[src/rtl/uart_cmd_ctrl.sv]
`default_nettype none
// ============================================================================
// Module   : uart_cmd_ctrl
// Brief    : Decodes UART RX byte frames into register-file / ALU commands
//            and returns read data or ALU results as bytes to the TX FIFO.
// Revision : 1.0 - initial release
// ============================================================================
module uart_cmd_ctrl #(
    parameter int DATA_WIDTH = 8,
    parameter int ADDR_WIDTH = 4,
    parameter int ALU_W      = 16,
    parameter int TIMEOUT    = 255
) (
    input  logic                  CLK,
    input  logic                  RST,
    input  logic [DATA_WIDTH-1:0] RX_P_DATA,
    input  logic                  RX_D_VLD,
    input  logic                  RX_ERR,
    output logic [ADDR_WIDTH-1:0] RF_Address,
    output logic                  RF_WrEn,
    output logic                  RF_RdEn,
    output logic [DATA_WIDTH-1:0] RF_WrData,
    input  logic [DATA_WIDTH-1:0] RF_RdData,
    input  logic                  RF_RdData_VLD,
    output logic                  ALU_EN,
    output logic [3:0]            ALU_FUN,
    output logic                  CLK_GATE_EN,
    input  logic [ALU_W-1:0]      ALU_OUT,
    input  logic                  ALU_OUT_VLD,
    output logic [DATA_WIDTH-1:0] TX_P_DATA,
    output logic                  TX_D_VLD,
    input  logic                  FIFO_FULL,
    output logic                  CMD_ERR
);

    localparam int c_CNT_W = $clog2(TIMEOUT + 1);
    localparam logic [c_CNT_W-1:0] c_TIMEOUT = c_CNT_W'(TIMEOUT);

    localparam logic [3:0] c_IDLE     = 4'd0;
    localparam logic [3:0] c_WR_ADDR  = 4'd1;
    localparam logic [3:0] c_WR_DATA  = 4'd2;
    localparam logic [3:0] c_RD_ADDR  = 4'd3;
    localparam logic [3:0] c_RD_WAIT  = 4'd4;
    localparam logic [3:0] c_ALU_A    = 4'd5;
    localparam logic [3:0] c_ALU_B    = 4'd6;
    localparam logic [3:0] c_ALU_FUN  = 4'd7;
    localparam logic [3:0] c_ALU_WAIT = 4'd8;
    localparam logic [3:0] c_TX_BYTE  = 4'd9;
    localparam logic [3:0] c_TX_LO    = 4'd10;
    localparam logic [3:0] c_TX_HI    = 4'd11;

    localparam logic [DATA_WIDTH-1:0] c_OP_WR  = DATA_WIDTH'(8'hAA);
    localparam logic [DATA_WIDTH-1:0] c_OP_RD  = DATA_WIDTH'(8'hBB);
    localparam logic [DATA_WIDTH-1:0] c_OP_ALU = DATA_WIDTH'(8'hCC);
    localparam logic [DATA_WIDTH-1:0] c_OP_FUN = DATA_WIDTH'(8'hDD);

    localparam logic [ADDR_WIDTH-1:0] c_OPA_ADDR = ADDR_WIDTH'(0);
    localparam logic [ADDR_WIDTH-1:0] c_OPB_ADDR = ADDR_WIDTH'(1);

    logic [3:0]            r_state,       w_state_nxt;
    logic [ADDR_WIDTH-1:0] r_addr,        w_addr_nxt;
    logic [DATA_WIDTH-1:0] r_data,        w_data_nxt;
    logic [ALU_W-1:0]      r_result,      w_result_nxt;
    logic [c_CNT_W-1:0]    r_cnt,         w_cnt_nxt;
    logic [ADDR_WIDTH-1:0] r_rf_addr,     w_rf_addr_nxt;
    logic                  r_rf_wr_en,    w_rf_wr_en_nxt;
    logic                  r_rf_rd_en,    w_rf_rd_en_nxt;
    logic [DATA_WIDTH-1:0] r_rf_wr_data,  w_rf_wr_data_nxt;
    logic                  r_alu_en,      w_alu_en_nxt;
    logic [3:0]            r_alu_fun,     w_alu_fun_nxt;
    logic                  r_clk_gate_en, w_clk_gate_en_nxt;
    logic [DATA_WIDTH-1:0] r_tx_data,     w_tx_data_nxt;
    logic                  r_tx_vld,      w_tx_vld_nxt;
    logic                  r_cmd_err,     w_cmd_err_nxt;

    logic w_byte_ok;
    logic w_byte_err;
    logic w_operand_st;

    assign w_byte_ok    = RX_D_VLD && !RX_ERR;
    assign w_byte_err   = RX_D_VLD &&  RX_ERR;
    assign w_operand_st = (r_state == c_WR_ADDR) || (r_state == c_WR_DATA) ||
                          (r_state == c_RD_ADDR) || (r_state == c_ALU_A)   ||
                          (r_state == c_ALU_B)   || (r_state == c_ALU_FUN);

    always_ff @(posedge CLK or negedge RST) begin
        if (!RST) begin
            r_state       <= c_IDLE;
            r_addr        <= '0;
            r_data        <= '0;
            r_result      <= '0;
            r_cnt         <= '0;
            r_rf_addr     <= '0;
            r_rf_wr_en    <= 1'b0;
            r_rf_rd_en    <= 1'b0;
            r_rf_wr_data  <= '0;
            r_alu_en      <= 1'b0;
            r_alu_fun     <= '0;
            r_clk_gate_en <= 1'b0;
            r_tx_data     <= '0;
            r_tx_vld      <= 1'b0;
            r_cmd_err     <= 1'b0;
        end else begin
            r_state       <= w_state_nxt;
            r_addr        <= w_addr_nxt;
            r_data        <= w_data_nxt;
            r_result      <= w_result_nxt;
            r_cnt         <= w_cnt_nxt;
            r_rf_addr     <= w_rf_addr_nxt;
            r_rf_wr_en    <= w_rf_wr_en_nxt;
            r_rf_rd_en    <= w_rf_rd_en_nxt;
            r_rf_wr_data  <= w_rf_wr_data_nxt;
            r_alu_en      <= w_alu_en_nxt;
            r_alu_fun     <= w_alu_fun_nxt;
            r_clk_gate_en <= w_clk_gate_en_nxt;
            r_tx_data     <= w_tx_data_nxt;
            r_tx_vld      <= w_tx_vld_nxt;
            r_cmd_err     <= w_cmd_err_nxt;
        end
    end

    // Output registers are loaded from next-state values so every strobe
    // lands exactly one cycle after the byte or valid that caused it.
    always_comb begin
        w_state_nxt      = r_state;
        w_addr_nxt       = r_addr;
        w_data_nxt       = r_data;
        w_result_nxt     = r_result;
        w_cnt_nxt        = '0;
        w_rf_addr_nxt    = r_rf_addr;
        w_rf_wr_en_nxt   = 1'b0;
        w_rf_rd_en_nxt   = 1'b0;
        w_rf_wr_data_nxt = r_rf_wr_data;
        w_alu_en_nxt     = 1'b0;
        w_alu_fun_nxt    = r_alu_fun;
        w_tx_data_nxt    = r_tx_data;
        w_tx_vld_nxt     = 1'b0;
        w_cmd_err_nxt    = 1'b0;

        if (w_operand_st && w_byte_err) begin
            w_state_nxt   = c_IDLE;
            w_cmd_err_nxt = 1'b1;
        end else begin
            case (r_state)
                c_IDLE: begin
                    if (w_byte_ok) begin
                        if (RX_P_DATA == c_OP_WR) begin
                            w_state_nxt = c_WR_ADDR;
                        end else if (RX_P_DATA == c_OP_RD) begin
                            w_state_nxt = c_RD_ADDR;
                        end else if (RX_P_DATA == c_OP_ALU) begin
                            w_state_nxt = c_ALU_A;
                        end else if (RX_P_DATA == c_OP_FUN) begin
                            w_state_nxt = c_ALU_FUN;
                        end
                    end
                end
                c_WR_ADDR: begin
                    if (w_byte_ok) begin
                        w_addr_nxt  = RX_P_DATA[ADDR_WIDTH-1:0];
                        w_state_nxt = c_WR_DATA;
                    end
                end
                c_WR_DATA: begin
                    if (w_byte_ok) begin
                        w_rf_wr_en_nxt   = 1'b1;
                        w_rf_addr_nxt    = r_addr;
                        w_rf_wr_data_nxt = RX_P_DATA;
                        w_state_nxt      = c_IDLE;
                    end
                end
                c_RD_ADDR: begin
                    if (w_byte_ok) begin
                        w_rf_rd_en_nxt = 1'b1;
                        w_rf_addr_nxt  = RX_P_DATA[ADDR_WIDTH-1:0];
                        w_addr_nxt     = RX_P_DATA[ADDR_WIDTH-1:0];
                        w_state_nxt    = c_RD_WAIT;
                    end
                end
                c_RD_WAIT: begin
                    if (RF_RdData_VLD) begin
                        w_data_nxt  = RF_RdData;
                        w_state_nxt = c_TX_BYTE;
                    end else if (r_cnt == c_TIMEOUT) begin
                        w_cmd_err_nxt = 1'b1;
                        w_state_nxt   = c_IDLE;
                    end else begin
                        w_cnt_nxt = r_cnt + c_CNT_W'(1);
                    end
                end
                c_ALU_A: begin
                    if (w_byte_ok) begin
                        w_rf_wr_en_nxt   = 1'b1;
                        w_rf_addr_nxt    = c_OPA_ADDR;
                        w_rf_wr_data_nxt = RX_P_DATA;
                        w_state_nxt      = c_ALU_B;
                    end
                end
                c_ALU_B: begin
                    if (w_byte_ok) begin
                        w_rf_wr_en_nxt   = 1'b1;
                        w_rf_addr_nxt    = c_OPB_ADDR;
                        w_rf_wr_data_nxt = RX_P_DATA;
                        w_state_nxt      = c_ALU_FUN;
                    end
                end
                c_ALU_FUN: begin
                    if (w_byte_ok) begin
                        w_alu_en_nxt  = 1'b1;
                        w_alu_fun_nxt = RX_P_DATA[3:0];
                        w_state_nxt   = c_ALU_WAIT;
                    end
                end
                c_ALU_WAIT: begin
                    if (ALU_OUT_VLD) begin
                        w_result_nxt = ALU_OUT;
                        w_state_nxt  = c_TX_LO;
                    end else if (r_cnt == c_TIMEOUT) begin
                        w_cmd_err_nxt = 1'b1;
                        w_state_nxt   = c_IDLE;
                    end else begin
                        w_cnt_nxt = r_cnt + c_CNT_W'(1);
                    end
                end
                c_TX_BYTE: begin
                    if (!FIFO_FULL) begin
                        w_tx_vld_nxt  = 1'b1;
                        w_tx_data_nxt = r_data;
                        w_state_nxt   = c_IDLE;
                    end
                end
                c_TX_LO: begin
                    if (!FIFO_FULL) begin
                        w_tx_vld_nxt  = 1'b1;
                        w_tx_data_nxt = r_result[DATA_WIDTH-1:0];
                        w_state_nxt   = c_TX_HI;
                    end
                end
                c_TX_HI: begin
                    if (!FIFO_FULL) begin
                        w_tx_vld_nxt  = 1'b1;
                        w_tx_data_nxt = r_result[2*DATA_WIDTH-1:DATA_WIDTH];
                        w_state_nxt   = c_IDLE;
                    end
                end
                default: begin
                    w_state_nxt = c_IDLE;
                end
            endcase
        end

        w_clk_gate_en_nxt = (w_state_nxt == c_ALU_FUN) || (w_state_nxt == c_ALU_WAIT);
    end

    assign RF_Address  = r_rf_addr;
    assign RF_WrEn     = r_rf_wr_en;
    assign RF_RdEn     = r_rf_rd_en;
    assign RF_WrData   = r_rf_wr_data;
    assign ALU_EN      = r_alu_en;
    assign ALU_FUN     = r_alu_fun;
    assign CLK_GATE_EN = r_clk_gate_en;
    assign TX_P_DATA   = r_tx_data;
    assign TX_D_VLD    = r_tx_vld;
    assign CMD_ERR     = r_cmd_err;

endmodule
`default_nettype wire

[config.mk]
export PLATFORM = sky130hd
export DESIGN_NAME = uart_cmd_ctrl
export DESIGN_NICKNAME = d
export VERILOG_FILES = /design/src/rtl/uart_cmd_ctrl.sv
export SDC_FILE = /design/constraint.sdc
export NUM_CORES = 1
export LEC_CHECK = 0
export ABC_AREA = 1
export BUFFER_PORTS_ARGS = -buffer_cell sky130_fd_sc_hd__buf_2
export CORE_MARGIN = 5
export CORE_UTILIZATION = 27
export CTS_CLUSTER_DIAMETER = 120
export DETAILED_ROUTE_END_ITERATION = 16
export PLACE_DENSITY = 0.42
export SYNTH_ARGS = -nofsm -noshare
export SYNTH_HDL_FRONTEND = slang
export SYNTH_SLANG_ARGS = --single-unit
[constraint.sdc]
create_clock -name CLK -period 3.3 [get_ports CLK]
set_clock_uncertainty 0.1 [all_clocks]
set_input_delay 0.66 -clock CLK [delete_from_list [all_inputs] [get_ports CLK]]
set_output_delay 0.66 -clock CLK [all_outputs]
set_load 0.02 [all_outputs]
Word-level counts from Yosys, hierarchy flattened
Index checks and enable logic that the tools add are counted.
{"block": "word_totals", "ff_bits": 70}
{"block": "classes", "add_sub_neg": 1, "eq_ne": 25, "mux": 47, "bitwise": 1, "n_reduce_logical": 24}
{"cell": "$mux 4", "n": 21}
{"cell": "$mux 8", "n": 7}
{"cell": "$pmux 4 s11", "n": 1}
{"cell": "$eq 8x8->1 const B", "n": 5}
{"cell": "$pmux 8 s3", "n": 1}
{"cell": "$eq 4x3->1 const B", "n": 5}
{"cell": "$eq 4x4->1 const B", "n": 5}
{"cell": "$pmux 4 s4", "n": 1}
{"cell": "$pmux 8 s2", "n": 1}
{"cell": "$reduce_and 3->1", "n": 5}
{"cell": "$mux 1", "n": 14}
{"cell": "$ne 2x2->1 const B", "n": 7}
{"cell": "$add 8x1->8 const B", "n": 1}
{"cell": "$eq 4x2->1 const B", "n": 2}
{"cell": "$logic_or 1x1->1", "n": 6}
{"cell": "$reduce_and 6->1", "n": 1}
{"cell": "$reduce_or 3->1", "n": 2}
{"cell": "$reduce_and 5->1", "n": 1}
{"cell": "$eq 4x1->1 const B", "n": 1}
{"cell": "$logic_not 4->1", "n": 1}
{"cell": "$reduce_bool 4->1", "n": 1}
{"cell": "$reduce_or 2->1", "n": 2}
{"cell": "$logic_and 1x1->1", "n": 3}
{"cell": "$reduce_bool 3->1", "n": 1}
{"cell": "other kinds (3)", "n": 3}

Depth between registers and ports, before layout
Gate-level depths: netlist of run 1.
{"block": "logic_depth", "word_depth": 10, "depth_mapped": 12, "mapped_depth_nobuf": 12}

Worst setup path before layout of run 1
No wires, ideal clock.
{"block": "synth_path", "path_kind": "input port to flip-flop", "start": "input RX_D_VLD", "end": "register r_clk_gate_en, in the netlist CLK_GATE_EN", "setup_ps": 65, "arrival_time_ps": 1614, "setup_slack_ps": 1521, "cell_stages": 10, "path_buffers": 0, "path_cell_list": "inv_1 > nor2_2 > nor2_1 > o21ai_0 > nand2_1 > nor2_1 > nand2_1 > nor2_1 > nand2_1 > nand2_1"}
{"block": "synth_via", "elab_chain_len": 6, "word_cells_on_any_way": 15, "cone_classes": "eq/ne (2); mux (9); reduce/logical (4)"}
{"element": "start: declaration", "line": "17", "source": "input logic RX_D_VLD,"}
{"element": "$logic_and 1x1->1", "line": "80", "source": "assign w_byte_ok = RX_D_VLD && !RX_ERR;"}
{"element": "$mux 4 (tied with other cells)", "line": "208", "source": "if (w_byte_ok) begin"}
{"element": "$pmux 4 s11", "line": "144", "source": "case (r_state)"}
{"element": "$mux 4 *", "line": "140", "source": "if (w_operand_st && w_byte_err) begin"}
{"element": "$eq 4x3->1 / $eq 4x4->1 (equally long branches)", "line": "252", "source": "w_clk_gate_en_nxt = (w_state_nxt == c_ALU_FUN) || (w_state_nxt == c_ALU_WAIT);"}
{"element": "$logic_or 1x1->1 *", "line": "252"}
{"element": "named net w_clk_gate_en_nxt", "line": "71", "source": "logic r_clk_gate_en, w_clk_gate_en_nxt;"}
{"element": "end signal: assignment", "line": "115", "source": "r_clk_gate_en <= w_clk_gate_en_nxt;"}
{"element": "end: declaration", "line": "71"}
Mark *: on every way through the listed nets, which the timed path passes. The rest lies on a longest branch.
A chain may end at the register's enable or synchronous reset.

Worst setup path after layout of run 1
{"block": "layout_path", "start": "register r_state[2]", "end": "register r_clk_gate_en, in the netlist CLK_GATE_EN"}
{"block": "layout_via", "elab_chain_len": 10, "word_cells_on_any_way": 40, "cone_classes": "eq/ne (13); mux (18); reduce/logical (9)"}
{"element": "start: declaration", "line": "60", "source": "logic [3:0] r_state, w_state_nxt;"}
{"element": "start signal: assignment", "line": "88", "source": "r_state <= c_IDLE;"}
{"element": "start signal: assignment", "line": "104", "source": "r_state <= w_state_nxt;"}
{"element": "branches (longest 7 deep; another with $pmux 4 s11)"}
{"element": "$mux 4 *", "line": "140"}
{"element": "named net w_state_nxt[0]", "line": "60"}
{"element": "$eq 4x3->1 / $eq 4x4->1 (equally long branches)", "line": "252"}
{"element": "$logic_or 1x1->1 *", "line": "252"}
{"element": "named net w_clk_gate_en_nxt", "line": "71"}
Mark *: on every way through the listed nets, which the timed path passes.

==> run metrics, run 1 <==
Final ANT Viol Nets=0; peak supply drop=roughly 0.00024 V; Syn Nets=approximately 460; GP Congestion=~0.83; Reg clk slew, reported paths=about 0.060 ns; actual slew at the worst max-slew pin=just over 0.8 ns; Setup-failing EPs final=0; die width=122.0 microns; DP Cell Count=655; max cap viols=0; required time worst endpoint=~3.5 ns; asr flop ratio synth=1.000; initial antenna violation count=0; fill cell total of the finished layout=approximately 1400; Residual DRC=0; fmax=479.6 MHz; CTS Buf Count=9; post-synthesis instance total=approximately 420; Hold Path Class=input port to asynchronous set/reset pin; storage element area=around 1800 sq um; PortBufs=slightly below 70; global-route wire length before repair=approximately 15 mm; multi-input gate area in the final layout=about 1500 sq um; CP Max Fanout=11; total congestion overflow=0; Starting Density=0.2716; # resized after CTS=0; post-CTS setup buffer count=0; most common library cells after synthesis=nand2_1 (162), dfrtp_1 (70), nor2_1 (46); PnR Total Power=between 3 and 4 mW; CTS Hold Bufs=0; RSZ-0062 raised after global routing=no; clk root buf=clkbuf_16; share of cells above drive strength 1=0.2224; I/O pins=between 60 and 70; critical path arrival=~2.3 ns; Worst Setup Path Type=flop to flop; Yosys Warn Count=0; Leak=2.226 nW; setup TNS=0 ns; P&R area growth vs syn=24.39%; Die ar.=about 15000 sq um; # diodes=0; status=complete, no violations; EDFF count, synth=0; main flop type after synthesis=dfrtp_1; Yosys cell types=31; number of synthesized register bits=70; clk sinks=70; cell mode on critical path=nand2_1; Core Box Area=between 10000 and 15000 sq um; count leader, synth=nand2_1; CP peak stage delay=approximately 0.49 ns; Seq/Total Area, Yosys=0.5174; area fraction of the dominant cell type after synthesis=0.5174; Core Util, Final=0.3379; worst skew pair latency=about 0.34 ns; CP Cell Sequence=inv_2 > nor2_4 > nand3_1 > nand2_1 > nor2_1 > nand2_1 > nor2_1 > a21oi_1 > nand3_1 > nand2_1; TritonCTS clock tree=done; fin crit period=about 2.1 ns; mapped cell area=about 3400 sq um; slew margin rel.=0.4490; cell area power density=around 850 nW/um^2; DR vias=2878; Avg Vias per Cell=approximately 4.3; clk buf depth=2; largest net degree at the start of global routing=38; first-pass iteration count of the detailed router=4; # nets final=between 500 and 600; fin. max-slew vios=0; die height=roughly 120 microns; drt total wl=around 9.0 mm; syn_area_per_cell=8.100 sq um; htree depth=3; global-route usage over all layers=0.1298; 1st-iter DRT viols=158; Worst Setup Start Kind=flop; Setup crit end kind=flop; Layout Cells excl Fill=671; Synth area leaders=dfrtp_1 (52%), nand2_1 (18%), nor2_1 (5.1%); Synth area leader=dfrtp_1; Tcrit/Tclk final=0.6319; DR WL/cell=roughly 13 microns; vias in the first global route=2905; CP max stage cell=dfrtp_1; Hold Fails Final Rpt=0; cell row count=between 40 and 50; post-DP HPWL=around 6.8 mm
==> power breakdown <==
part	internal, mW	switching, mW	total, mW
Clock	0.529	0.381	0.910
Combinational	0.432	0.822	1.25
Sequential	1.19	0.220	1.41
==> flip-flops by register name, summed over array words and instances (netlist names) <==
register,count
r_state,4
r_data,8
r_cnt,8
r_result,16
TX_D_VLD,1
CLK_GATE_EN,1
RF_WrData,8
ALU_FUN,4
RF_RdEn,1
RF_WrEn,1
RF_Address,4
ALU_EN,1
TX_P_DATA,8
CMD_ERR,1
r_addr,4
==> routing by layer <==
metal,GRT usage,share of wire
met2,0.2089,0.47
met5,0,0
met1,0.1622,0.45
met4,0.04902,0.016
met3,0.04271,0.059
==> layout make-up <==
| class | instances | share of cell area |
|---|---|---|
| clock buffers | 11 | 0.05764 |
| clock inverters | 5 | 0.008021 |
| inverters | 40 | 0.03624 |
| multi-input cells | 304 | 0.3455 |
| flip-flops and latches | 70 | 0.4159 |
| well taps | 172 | 0.05110 |
| repair buffers | 69 | 0.08556 |
==> kinds of logic (layout without fill, tap and decap cells) <==
logic type                 count (synthesis)  in the layout  share of synthesized area
and+or+nand+nor                          254            254                     0.3319
DFF                                       70             70                     0.5174
AOI/OAI and AO/OA                         45             45                    0.08389
buffers and inverters                     44            125                    0.05285
xor gates and xnor gates                   4              4                    0.01035
adders and majority gates                  1              1                   0.003695
==> through the flow <==
step	area [sq um]	hold slack [ns]	setup slack (ns)
global route	4212	0.3849	0.9468
CTS	4212	0.3511	1.213
global placement	3935	0.3529	1.210
finish	4212	0.3128	1.215
detailed placement	3935	0.3506	1.181
floorplan	3386	0.2644	1.521
==> layout by cell type, fill, tap and decap left out, drive strengths merged, types with 3 or more instances in the layout <==
master and count:
nand2 168, dfrtp 70, buf 69, nor2 54
inv 41, nand3 19, o21ai 19, a21oi 12
a31oi 11, clkbuf 11, nor3 6, nand4 5
xor2 3
==> worst max-delay path: cells and delay by family (launching register included) <==
kind	cells	cell delay [ns]
buffers and inverters	1	0.15
DFF	1	0.49
AOI/OAI and AO/OA	1	0.19
and+or+nand+nor	8	1.08
==> worst paths after layout <==
kind	startpoint	end	slack (ns)	cells past startpoint
max reg2reg	r_state[2]$_DFF_PN0_	CLK_GATE_EN$_DFF_PN0_	1.21	10
min in group CLK	r_cnt[0]$_DFF_PN0_	r_cnt[0]$_DFF_PN0_	0.36	1
min	RST	RF_RdEn$_DFF_PN0_	0.31	1
max	r_state[2]$_DFF_PN0_	CLK_GATE_EN$_DFF_PN0_	1.21	10
min reg2reg	r_cnt[0]$_DFF_PN0_	r_cnt[0]$_DFF_PN0_	0.36	1
max in group asynchronous	RST	r_result[6]$_DFFE_PN0P_	2.12	2
Note: power is estimated with default switching activity, not from simulation.
==> run 2: changes to the inputs <==
PLACE_DENSITY = 0.44   (was 0.42)
clock period = 1.9 ns   (was 3.3 ns; I/O delays follow)
==> run metrics, run 2 (same netlist as run 1, synthesis figures left out) <==
die height=around 120 microns; Final ANT Viol Nets=0; required time worst endpoint=2.07 ns; global-route usage over all layers=0.1271; max FFs per register=16; vias in the first global route=2972; Final Cell Area=approximately 4400 sq um; fmax=~570 MHz; max cap viols=0; clk buf depth=2; status=complete, no violations; PortBufs=68; total congestion overflow=0; I/O pins=around 70; Avg Vias per Cell=4.293; Buf/Inv on CP=2; worst skew pair latency=0.32 ns; Worst Setup Path Type=flop to flop; htree depth=3; GP Congestion=about 0.9; fin crit period=roughly 1.7 ns; Hold Slack=0.1510 ns; CTS Buf Count=9; cell mode on critical path=nand2_1; slew margin rel.=0.6639; Top delay family on crit path=simple AND/OR/NAND/NOR gates; die width=122.0 microns; peak supply drop=~0.00082 V; Hold Fails Final Rpt=0; largest net degree at the start of global routing=a little over 70; Die ar.=roughly 15000 sq um; Setup-failing EPs final=0; # nets final=roughly 550; CP max stage cell=dfrtp_2; Residual DRC=0; global-route wire length before repair=approximately 15 mm; fin worst setup slack=between 0.15 and 0.2 ns; DR vias=2941; critical path arrival=roughly 1.9 ns; # diodes=0; first-pass iteration count of the detailed router=4; Placement Setup Slack=between 0.1 and 0.15 ns; Setup crit end kind=flop; largest register by flop count=r_result; Leak=around 2.3 nW; Tcrit/Tclk final=0.9203; drt total wl=~9.0 mm; Starting Density=0.2716; clk root buf=clkbuf_16; post-CTS setup buffer count=0; Post-DP Area=4033 sq um; CP Max Fanout=10; fin. max-slew vios=0; clk sinks=70; share of cells above drive strength 1=0.2534; cell row count=between 40 and 50; commonest non-fill, non-tap cell in the layout=nand2_1; CP peak stage delay=0.46 ns; 1st-iter DRT viols=about 150; actual slew at the worst max-slew pin=0.5036 ns; DR WL/cell=roughly 13 microns; cell area power density=1481 nW/um^2; Hold Path Class=input port to flop; initial antenna violation count=0; Core Box Area=around 12000 sq um; P&R area growth vs syn=29.23%; most frequent cells in the layout=nand2_1 (161), buf_2 (68), dfrtp_1 (67); CP Cell Sequence=inv_1 > nand2_1 > nor2_8 > nand2_1 > nand2_1 > inv_1 > nand2_1 > nor2_1 > a21oi_1 > nand3_1 > nand2_1; post-DP HPWL=between 6 and 7 mm; Reg clk slew, reported paths=roughly 0.06 ns; fill cell total of the finished layout=1325; TritonCTS clock tree=done; Worst Setup Start Kind=flop
[run 2: worst reg2reg max path: cells and delay by family (launching register included)]
kind / cells / cell delay (ns)
buf+inv: 2 / 0.18
simple gates: 8 / 0.76
compound gates: 1 / 0.20
flops: 1 / 0.46
[run 2: area by class of cell]
cell class              count  area [sq um]  area share
clock inverters             4         70.07     0.01601
inverters                  40         152.6     0.03489
repair buffers             83         467.9      0.1069
flip-flops and latches     70          1755      0.4012
clock buffers              12         246.5     0.05633
well taps                 172         215.2     0.04918
multi-input cells         304          1468      0.3354
[run 2: worst paths after layout]
kind	from	to	slack [ns]	cells past startpoint
worst max register to register	r_state[0]$_DFF_PN0_	CLK_GATE_EN$_DFF_PN0_	0.15	11
max in group asynchronous	RST	r_state[0]$_DFF_PN0_	0.85	3
worst min-delay path	RF_RdData[1]	r_data[1]$_DFFE_PN0P_	0.15	3
worst min register to register	r_cnt[0]$_DFF_PN0_	r_cnt[0]$_DFF_PN0_	0.36	1
worst max-delay path	r_state[0]$_DFF_PN0_	CLK_GATE_EN$_DFF_PN0_	0.15	11
min in group asynchronous	RST	RF_RdEn$_DFF_PN0_	0.50	3
[run 2: stage by stage]
step	TNS [ns]	util	instances	power [mW]
6_report	0	0.3510	685	6.480
5_1_grt	-0.009262	0.3510	685	6.972
4_1_cts	0	0.3497	685	6.571
3_5_place_dp	0	0.3235	668	4.745
3_3_place_gp	0	0.3235	668	4.722
2_1_floorplan	0	-	418	3.955
[run 2: per-layer routing]
layer	global-route usage	routed length, microns	part of all wire	vias to the layer above
met2	0.2148	4284	0.48	63
li1	-	-	-	1504
met5	0	0	0	-
met1	0.1621	4142	0.46	1367
met3	0.03575	475	0.053	7
met4	0.02871	70	0.0078	0
[run 2: power by group]
part / leakage, nW / total [mW] / internal [mW] / switching, mW
logic: 1.26 / 2.26 / 0.800 / 1.46
clock network: 0.157 / 1.79 / 1.18 / 0.605
registers: 0.897 / 2.44 / 2.07 / 0.371
total: 2.31 / 6.48 / 4.05 / 2.43
[run 2: what timing repair did]
item | in CTS | in global routing
gates resized for setup | 0 | 7
endpoints found under the setup margin | 0 | 12
hold buffers | 1 | 0
hold endpoints to repair | 31 | 0
==> run 3: changes to the inputs <==
ABC_AREA = 0   (was 1)
BUFFER_PORTS_ARGS = -buffer_cell sky130_fd_sc_hd__buf_4   (was -buffer_cell sky130_fd_sc_hd__buf_2)
==> run metrics, run 3 <==
worst skew pair latency=around 0.33 ns; fin. max-slew vios=0; Setup crit end kind=flop; max cap viols=0; Leak=around 2.1 nW; Hold Slack=around 0.18 ns; commonest non-fill, non-tap cell in the layout=buf_4; cell row count=39; Final ANT Viol Nets=0; critical path arrival=2.03 ns; area fraction of the dominant cell type after synthesis=0.5473; Worst R2R Path Depth=8; PnR Total Power=between 6 and 7 mW; Core Box Area=approximately 12000 sq um; Top delay family on crit path=compound AO/OA/AOI/OAI gates; # nets final=423; clk buf depth=2; PortBufs=between 60 and 70; Worst Setup Path Type=flop to flop; CP max stage cell=dfrtp_2; drt total wl=8.342 mm; failing checks=setup timing; asr flop ratio synth=1.000; GP Congestion=approximately 0.84; global-route usage over all layers=0.1238; Die ar.=approximately 14000 sq um; Crit Reg-Reg Startpoint=r_state[0]$_DFF_PN0_; Worst Setup Start Kind=flop; Tcrit/Tclk final=1.007; 1st-iter DRT viols=between 70 and 80; Hold Fails Final Rpt=0; worst reg2reg path endpoint=CLK_GATE_EN$_DFF_PN0_; DR WL/cell=15.71 microns; I/O pins=a little under 70; slew margin rel.=0.6985; Syn Nets=approximately 320; Setup-failing EPs final=1; P&R area growth vs syn=40.46%; DR vias=roughly 2400; # diodes=0; peak supply drop=between 0.0004 and 0.0005 V; largest register by flop count=r_result; htree depth=3; required time worst endpoint=2.01 ns; largest net degree at the start of global routing=30; critical path startpoint=r_state[0]$_DFF_PN0_; met3 usage=0.04929; fin worst setup slack=-0.01376 ns; clk root buf=clkbuf_16; Reg clk slew, reported paths=~0.06 ns; Yosys Warn Count=0; most common library cells after synthesis=dfrtp_1 (70), mux2_2 (40), nand2_1 (25); fmax=approximately 520 MHz; CP Max Fanout=5; Yosys cell types=44; post-DP HPWL=between 6 and 7 mm; max FFs per register=16; CTS Buf Count=9; number of synthesized register bits=70; Avg Vias per Cell=4.571; hold path depth=2; syn_area_per_cell=11.55 sq um; CP peak stage delay=0.44 ns; die width=about 120 microns; post-synthesis instance total=~280; HP Start=ALU_OUT[0]; Hold Path Class=input port to flop; met1 GRT Util=0.1532; Synth area leaders=dfrtp_1 (55%), mux2_2 (14%), mux2i_1 (3.1%); Core Util, Final=0.3904; RSZ-0062 raised after global routing=yes; Hold Path End=r_result[0]$_DFFE_PN0P_; Residual DRC=0; total congestion overflow=0; main flop type after synthesis=dfrtp_1; first-pass iteration count of the detailed router=5; EDFF count, synth=0; Synth area leader=dfrtp_1; Seq/Total Area, Yosys=0.5473; clk sinks=70; share of cells above drive strength 1=0.4613; count leader, synth=dfrtp_1; TritonCTS clock tree=done; cell area power density=approximately 1400 nW/um^2; GR Util met2=0.1982; die height=between 100 and 150 microns; busiest grt layer=met2; Starting Density=0.2779; initial antenna violation count=0; Buf/Inv on CP=2; status=finished with violations; mapped cell area=3201 sq um; fin crit period=1.914 ns; CP Cell Sequence=buf_6 > and4b_1 > a31oi_2 > o221ai_1 > a21oi_1 > buf_4 > nor2_1 > a21o_1; vias in the first global route=approximately 2700; global-route wire length before repair=roughly 14 mm; flop2flop setup slack=-0.01 ns; most frequent cells in the layout=buf_4 (103), dfrtp_1 (67), mux2_2 (40); actual slew at the worst max-slew pin=between 0.4 and 0.5 ns
[run 3: cell type report]
| class | instances | area (sq um) |
|---|---|---|
| clock inverters | 4 | 28.78 |
| clock buffers | 12 | 266.5 |
| fillers | 1162 | 7020 |
| multi-input cells | 187 | 1394 |
| inverters | 7 | 26.28 |
| well taps | 143 | 178.9 |
| repair buffers | 108 | 845.8 |
| flip-flops and latches | 70 | 1755 |
[run 3: logic make-up (layout without fill, tap and decap cells)]
family / Yosys count / in the layout / share of synthesized area
XOR/XNOR: 7 / 7 / 0.01916
buffers and inverters: 20 / 131 / 0.02737
AO/OA/AOI/OAI: 46 / 46 / 0.1012
flip-flops: 70 / 70 / 0.5473
adder cells (fa/ha/maj): 1 / 1 / 0.003909
AND/OR/NAND/NOR: 83 / 83 / 0.1290
multiplexers: 50 / 50 / 0.1720
[run 3: power by group]
part / switching [mW] / internal [mW]
registers: 0.317 / 2.01
logic: 1.23 / 1.26
clock network: 0.631 / 0.993
total: 2.17 / 4.27
[run 3: worst max-delay path by stage]
stage | to | slack [ns] | cells past startpoint
2_1_floorplan | RF_Address[0]$_DFFE_PN0P_ | 0.06 | 7
3_3_place_gp | CLK_GATE_EN$_DFF_PN0_ | -0.15 | 8
3_5_place_dp | CLK_GATE_EN$_DFF_PN0_ | -0.16 | 8
4_1_cts | CLK_GATE_EN$_DFF_PN0_ | 0.01 | 8
5_1_grt | CLK_GATE_EN$_DFF_PN0_ | -0.12 | 8
6_report | CLK_GATE_EN$_DFF_PN0_ | -0.01 | 8
[run 3: metal layers]
| layer | wire [microns] | vias to the layer above | share of wire |
|---|---|---|---|
| met2 | 3922 | 69 | 0.47 |
| met4 | 114 | 0 | 0.014 |
| met3 | 559 | 9 | 0.067 |
| met5 | 0 | - | 0 |
| li1 | - | 1201 | - |
| met1 | 3746 | 1148 | 0.45 |
[run 3: what timing repair did]
action,CTS,global route
endpoints found under the setup margin,13,27
gates resized for setup,5,6
setup buffers,0,3
hold buffers,1,0
pin swaps,0,1
endpoints found under the hold margin,27,0
[run 3: through the flow]
step	cell area (sq um)	worst slack (ns)	cells	setup TNS, ns
global route	4496	-0.1174	531	-0.1174
CTS	4447	0.01211	528	0
detailed placement	4124	-0.1555	511	-0.3578
finish	4496	-0.01376	531	-0.01376
global placement	4124	-0.1510	511	-0.4134
floorplan	3201	0.06012	277	0
